`config.mk`:
```
export PLATFORM = sky130hd
export DESIGN_NAME = mmio_bridge
export DESIGN_NICKNAME = d
export VERILOG_FILES = /design/src/rtl/mmio_bridge.sv
export SDC_FILE = /design/constraint.sdc
export NUM_CORES = 1
export LEC_CHECK = 0
export ABC_CLOCK_PERIOD_IN_PS = 2500
export BUFFER_PORTS_ARGS = -buffer_cell sky130_fd_sc_hd__buf_2
export CAP_MARGIN = 20
export CELL_PAD_IN_SITES_DETAIL_PLACEMENT = 1
export CELL_PAD_IN_SITES_GLOBAL_PLACEMENT = 1
export CORE_ASPECT_RATIO = 0.7
export CORE_MARGIN = 2
export CORE_UTILIZATION = 40
export CTS_CLUSTER_SIZE = 10
export DETAILED_ROUTE_END_ITERATION = 6
export PLACE_DENSITY = 0.72
export SLEW_MARGIN = 20
export SYNTH_ARGS = -nofsm -noshare
export SYNTH_HDL_FRONTEND = slang
export SYNTH_SLANG_ARGS = --single-unit
```
`constraint.sdc`:
```
create_clock -name clk_in -period 2.5 [get_ports clk_in]
set_input_delay 0.25 -clock clk_in [delete_from_list [all_inputs] [get_ports clk_in]]
set_output_delay 0.25 -clock clk_in [all_outputs]
set_load 0.02 [all_outputs]
```
`src/rtl/mmio_bridge.sv`:
```
// Byte-wide CPU memory port bridge: routes accesses to the external RAM or to the
// memory-mapped IO block (UART TX FIFO, RX pop, cycle counter, program stop).
module mmio_bridge #(
  parameter int TX_DEPTH = 8
) (
  input  logic        clk_in,
  input  logic        rst_in,
  input  logic        rdy_in,
  input  logic [31:0] mem_a,
  input  logic [7:0]  mem_dout,
  input  logic        mem_wr,
  output logic [7:0]  mem_din,
  output logic        io_buffer_full,
  output logic [16:0] ram_a,
  output logic [7:0]  ram_wdata,
  output logic        ram_we,
  input  logic [7:0]  ram_rdata,
  output logic [7:0]  tx_data,
  output logic        tx_valid,
  input  logic        tx_ready,
  input  logic [7:0]  rx_data,
  input  logic        rx_valid,
  output logic        rx_ready,
  output logic        tx_overflow,
  output logic        program_finish
);

  localparam int PTR_W = $clog2(TX_DEPTH);
  localparam int CNT_W = PTR_W + 1;

  localparam logic [17:0] ADDR_UART = 18'h30000;
  localparam logic [17:0] ADDR_CNT0 = 18'h30004;
  localparam logic [17:0] ADDR_CNT1 = 18'h30005;
  localparam logic [17:0] ADDR_CNT2 = 18'h30006;
  localparam logic [17:0] ADDR_CNT3 = 18'h30007;

  typedef enum logic [1:0] {ST_RUN, ST_FLUSH, ST_DONE} state_t;

  logic [17:0] addr;
  logic        is_ram;
  logic        act_rd;
  logic        act_wr;
  logic        unused_addr_bits;

  assign addr             = mem_a[17:0];
  assign is_ram           = ~mem_a[17];
  assign act_rd           = rdy_in & ~mem_wr;
  assign act_wr           = rdy_in & mem_wr;
  assign unused_addr_bits = ^mem_a[31:18];

  assign ram_a     = mem_a[16:0];
  assign ram_wdata = mem_dout;
  assign ram_we    = act_wr & is_ram;

  // ---------------------------------------------------------------------------
  // Read path: one-cycle latency for both RAM and IO
  // ---------------------------------------------------------------------------
  logic        sel_ram_q;
  logic [7:0]  io_rdata_q;
  logic [7:0]  io_rdata_d;
  logic        snap_load;
  logic [31:0] cnt_q;
  logic [31:0] snap_q;

  // NOTE: every always_comb output gets a default first so no path can infer a latch.
  always_comb begin
    io_rdata_d = '0;
    snap_load  = 1'b0;
    if (act_rd) begin
      case (addr)
        ADDR_UART: if (rx_valid) io_rdata_d = rx_data;
        ADDR_CNT0: begin
          io_rdata_d = cnt_q[7:0];
          snap_load  = 1'b1;
        end
        ADDR_CNT1: io_rdata_d = snap_q[15:8];
        ADDR_CNT2: io_rdata_d = snap_q[23:16];
        ADDR_CNT3: io_rdata_d = snap_q[31:24];
        default:   io_rdata_d = '0;
      endcase
    end
  end

  assign rx_ready = act_rd & (addr == ADDR_UART) & rx_valid;
  assign mem_din  = sel_ram_q ? ram_rdata : io_rdata_q;

  // NOTE: sequential state uses non-blocking assignments only, so every flop
  // samples pre-edge values regardless of block ordering.
  always_ff @(posedge clk_in) begin
    if (rst_in) begin
      sel_ram_q  <= 1'b0;
      io_rdata_q <= '0;
      cnt_q      <= '0;
      snap_q     <= '0;
    end else begin
      sel_ram_q  <= act_rd & is_ram;
      io_rdata_q <= io_rdata_d;
      cnt_q      <= cnt_q + 32'd1;
      if (snap_load) snap_q <= cnt_q;
    end
  end

  // ---------------------------------------------------------------------------
  // Program-stop state machine
  // ---------------------------------------------------------------------------
  state_t             state_q;
  state_t             state_d;
  logic               tx_wr_en;
  logic [CNT_W-1:0]   count_q;

  always_ff @(posedge clk_in) begin
    if (rst_in) state_q <= ST_RUN;
    else        state_q <= state_d;
  end

  always_comb begin
    state_d = state_q;
    case (state_q)
      ST_RUN:   if (act_wr && addr == ADDR_CNT0) state_d = ST_FLUSH;
      ST_FLUSH: if (count_q == '0) state_d = ST_DONE;
      ST_DONE:  state_d = ST_DONE;
      default:  state_d = ST_RUN;
    endcase
  end

  always_comb begin
    tx_wr_en       = (state_q == ST_RUN);
    program_finish = (state_q == ST_DONE);
  end

  // ---------------------------------------------------------------------------
  // TX FIFO
  // ---------------------------------------------------------------------------
  logic [7:0]       fifo_q [TX_DEPTH];
  logic [PTR_W-1:0] wr_ptr_q;
  logic [PTR_W-1:0] rd_ptr_q;
  logic             push_req;
  logic             push_ok;
  logic             pop;
  logic             fifo_full;
  logic [7:0]       push_byte;

  assign push_req  = act_wr & tx_wr_en &
                     (((addr == ADDR_UART) && (mem_dout != 8'h00)) || (addr == ADDR_CNT0));
  assign push_byte = (addr == ADDR_CNT0) ? 8'h00 : mem_dout;
  assign fifo_full = (count_q == CNT_W'(TX_DEPTH));
  assign pop       = tx_valid & tx_ready;
  // A pop in the same cycle frees the slot, so a push at full is only dropped without one.
  assign push_ok   = push_req & (~fifo_full | pop);

  assign tx_valid       = (count_q != '0);
  assign tx_data        = fifo_q[rd_ptr_q];
  assign io_buffer_full = (count_q >= CNT_W'(TX_DEPTH - 1));

  always_ff @(posedge clk_in) begin
    if (rst_in) begin
      wr_ptr_q    <= '0;
      rd_ptr_q    <= '0;
      count_q     <= '0;
      tx_overflow <= 1'b0;
    end else begin
      if (push_ok) wr_ptr_q <= wr_ptr_q + PTR_W'(1);
      if (pop)     rd_ptr_q <= rd_ptr_q + PTR_W'(1);
      case ({push_ok, pop})
        2'b10:   count_q <= count_q + CNT_W'(1);
        2'b01:   count_q <= count_q - CNT_W'(1);
        default: count_q <= count_q;
      endcase
      if (push_req && !push_ok) tx_overflow <= 1'b1;
    end
  end

  // NOTE: storage is deliberately not reset; count_q alone decides which entries are valid.
  always_ff @(posedge clk_in) begin
    if (push_ok) fifo_q[wr_ptr_q] <= push_byte;
  end

endmodule

```
==> results.yml <==
outcome:
  status: "complete, no violations"
power:
  p_sw_frac: 0.252
  p_sw_mw: 1.57
  power.total_mw: 6.24
  power_density_nw_per_um2: 783
  p_leak_nw: 2.86
  combPwrFrac: 0.161
  p_seq_frac: 0.406
  peakVddDrop_mv: 0.461
  p_clk_frac: 0.433
  internal-power_mw: 4.67
drt:
  wl_per_cell_um: 19.2
  routed_via_density: 5.36
  vias: 4759
  ant_nets: 0
  first_iter_violations: 279
  drt_first_pass_iters: 4
  drc: 0
  drt_wl_total_um: 17100
layout:
  syn2layout_area_growth_pct: 23.0
  final_cells: 888
  diodes: 0
  final_util: 0.509
  fin_nets: 746
  layout-drive-gt1-share: 0.346
cts:
  clock_path_buffers: 2
  ctsHoldBuffers: 0
  h-tree-depth: 4
  numCtsBuffers: 17
  cts_sinks: 145
  clkSlewWorstSetupHoldPaths_ns: 0.06
  clock_latency_ns: 0.43
  cts_tree: "yes"
  cts_root_buffer: "clkbuf_16"
setup_path:
  cp-end-kind: "flop"
  startpoint_type: "flop"
  rrSetupSlack_ns: 0.06
  cp_max_fo: 4
  rr_endpoint: "count_q[3]"
  arrival_ns: 2.75
  reg2reg_depth: 9
  required_ns: 2.81
  crit_start: "count_q[3]"
  endpoint: "count_q[3]"
  r2r_start: "count_q[3]"
  path_class: "reg2reg"
logic_synthesis:
  synth-seq-cells: 145
  syn_inst: 564
  yosysTopAreaCellShare: 0.296
  yosys_warnings: 0
  synth-main-ff-cell: "dfxtp_1"
  syn_avg_cell_area_sq_um: 11.5
  syn_area_sq_um: 6490
  netlist_top_cells_area: "edfxtp_1 30%, dfxtp_1 25%, mux4_2 8.3%, nand2_1 3.6%, mux2_2 3.1%"
  synth_top_cell_by_area: "edfxtp_1"
  synth_edf_count: 64
  ys_seq_area_frac: 0.546
  yosysUniqueCellTypes: 50
  synthesis.nets: 635
  ys_async_sr_fraction: 0
grt:
  grt_usage: 0.208
  first_global_vias: 5052
  grt_max_degree: 60
  antenna_found_initial: 0
  grt_overflow: 0
  grt_pass1_wl_um: 27300
die:
  core-area_sq_um: 15700
  fp.dieW_um: 156
  row_count: 38
  dieHeight_um: 111
  start_util: 0.413
  io-pin-count: 109
  dieArea_sq_um: 17300
timing:
  slew_viol_final: 0
  fin_crit_ns: 2.44
  clock_skew_ns: 0.0106
  finalSetupTns_ns: 0
  period_share: 0.975
  max_slew.worst_pin.slew_ns: 1.06
  hold_viol_final: 0
  maxClockFrequency_mhz: 410
  setup_viol_count_final: 0
  relSlewSlack: 0.289
placement:
  post-place-cells: 853
  hpwl_um: 12300
  place.gp.congestion: 0.820
  portBuffers: 94
job:
  cap_violations: 0
hold_path:
  hold_path.class: "in2reg"
## critical path, cell delays in order (launching register included)
cell and delay [ns]:
dfxtp_2 0.32, or4_4 0.55, and2_4 0.20, nand2b_4 0.07, clkinv_2 0.06, ha_1 0.27
a21o_1 0.17, a21oi_2 0.13, mux2i_1 0.21, mux2_2 0.35
## cells in the mapped netlist, types with 10 or more instances
library cell	number
dfxtp_1	81
nand2_1	62
inv_1	10
clkbuf_1	17
nand3_1	11
and2_1	10
nor3_1	13
xnor2_1	22
mux2_2	18
nor4_1	15
buf_4	25
nor2_1	53
mux4_2	24
a21oi_1	32
edfxtp_1	64
## worst min-delay path by stage
| stage | startpoint | to | slack (ns) | depth (start not counted) |
|---|---|---|---|---|
| final | mem_a[17] | sel_ram_q | 0.05 | 2 |
| after global routing | mem_a[17] | sel_ram_q | 0.05 | 2 |
| after CTS | mem_a[17] | sel_ram_q | 0.03 | 2 |
| after detailed placement | snap_q[10] | snap_q[10] | 0.45 | 2 |
| after global placement | snap_q[8] | snap_q[8] | 0.44 | 2 |
| after floorplan | mem_a[17] | sel_ram_q | 0.33 | 1 |
## sequential cells by signal (all words and copies together), names as in the netlist, named ones only
signal and cells:
sel_ram_q 1, fifo_q 64, io_rdata_q 8, state_q 2
snap_q 24, tx_overflow 1, rd_ptr_q 3, cnt_q 32
count_q 4, wr_ptr_q 3
## metal layers
| metal | share of wire | global-route usage |
|---|---|---|
| met1 | 0.47 | 0.278 |
| met2 | 0.47 | 0.337 |
| met3 | 0.049 | 0.0447 |
| met4 | 0.015 | 0.0685 |
| met5 | 0 | 0 |
## logic make-up after synthesis
kind of cell / share of synthesized area
flops: 0.546
compound gates: 0.0494
mux: 0.119
fa+ha+maj: 0.0185
xor+xnor: 0.0405
buf+inv: 0.0525
simple gates: 0.174
## timing repair
item | CTS | global route
resized for setup | 0 | 7
setup endpoints to repair | 0 | 30
setup buffers | 0 | 3
## cells in the final DEF, fill, tap and decap left out, drive strengths merged, types with 13 or more instances in the layout
master,Yosys,final
a21oi,32,32
buf,34,143
clkbuf,17,17
dfxtp,81,81
edfxtp,64,64
inv,10,13
mux2,18,18
mux4,24,24
nand2,63,63
nor2,54,54
nor3,14,14
nor4,17,17
xnor2,22,22
## power groups by stage
| stage | clock network [mW] | logic (mW) | registers (mW) |
|---|---|---|---|
| final | 2.70 | 1.00 | 2.54 |
| after global routing | 2.86 | 1.09 | 2.54 |
| after CTS | 2.75 | 0.974 | 2.54 |
| after detailed placement | 0 | 0.957 | 2.59 |
| after global placement | 0 | 0.926 | 2.58 |
| after floorplan | 0 | 0.613 | 2.59 |
## through the flow
stage / setup WS, ns / hold WS (ns) / area [sq um]
2_1_floorplan: 0.00876 / 0.328 / 6510
3_3_place_gp: -0.205 / 0.440 / 7290
3_5_place_dp: -0.233 / 0.451 / 7290
4_1_cts: 0.0462 / 0.0332 / 7920
5_1_grt: -0.00741 / 0.0547 / 7980
6_report: 0.0619 / 0.0511 / 7980
## area by class of cell
| class | count | area [sq um] |
|---|---|---|
| clock buffer | 17 | 425 |
| clock inverter | 15 | 208 |
| fill | 1668 | 7710 |
| inverter | 11 | 42.5 |
| multi-input combinational | 357 | 2660 |
| sequential | 145 | 3540 |
| tap | 200 | 250 |
| timing repair buffer | 143 | 851 |
Note: power is estimated with default switching activity, not from simulation.
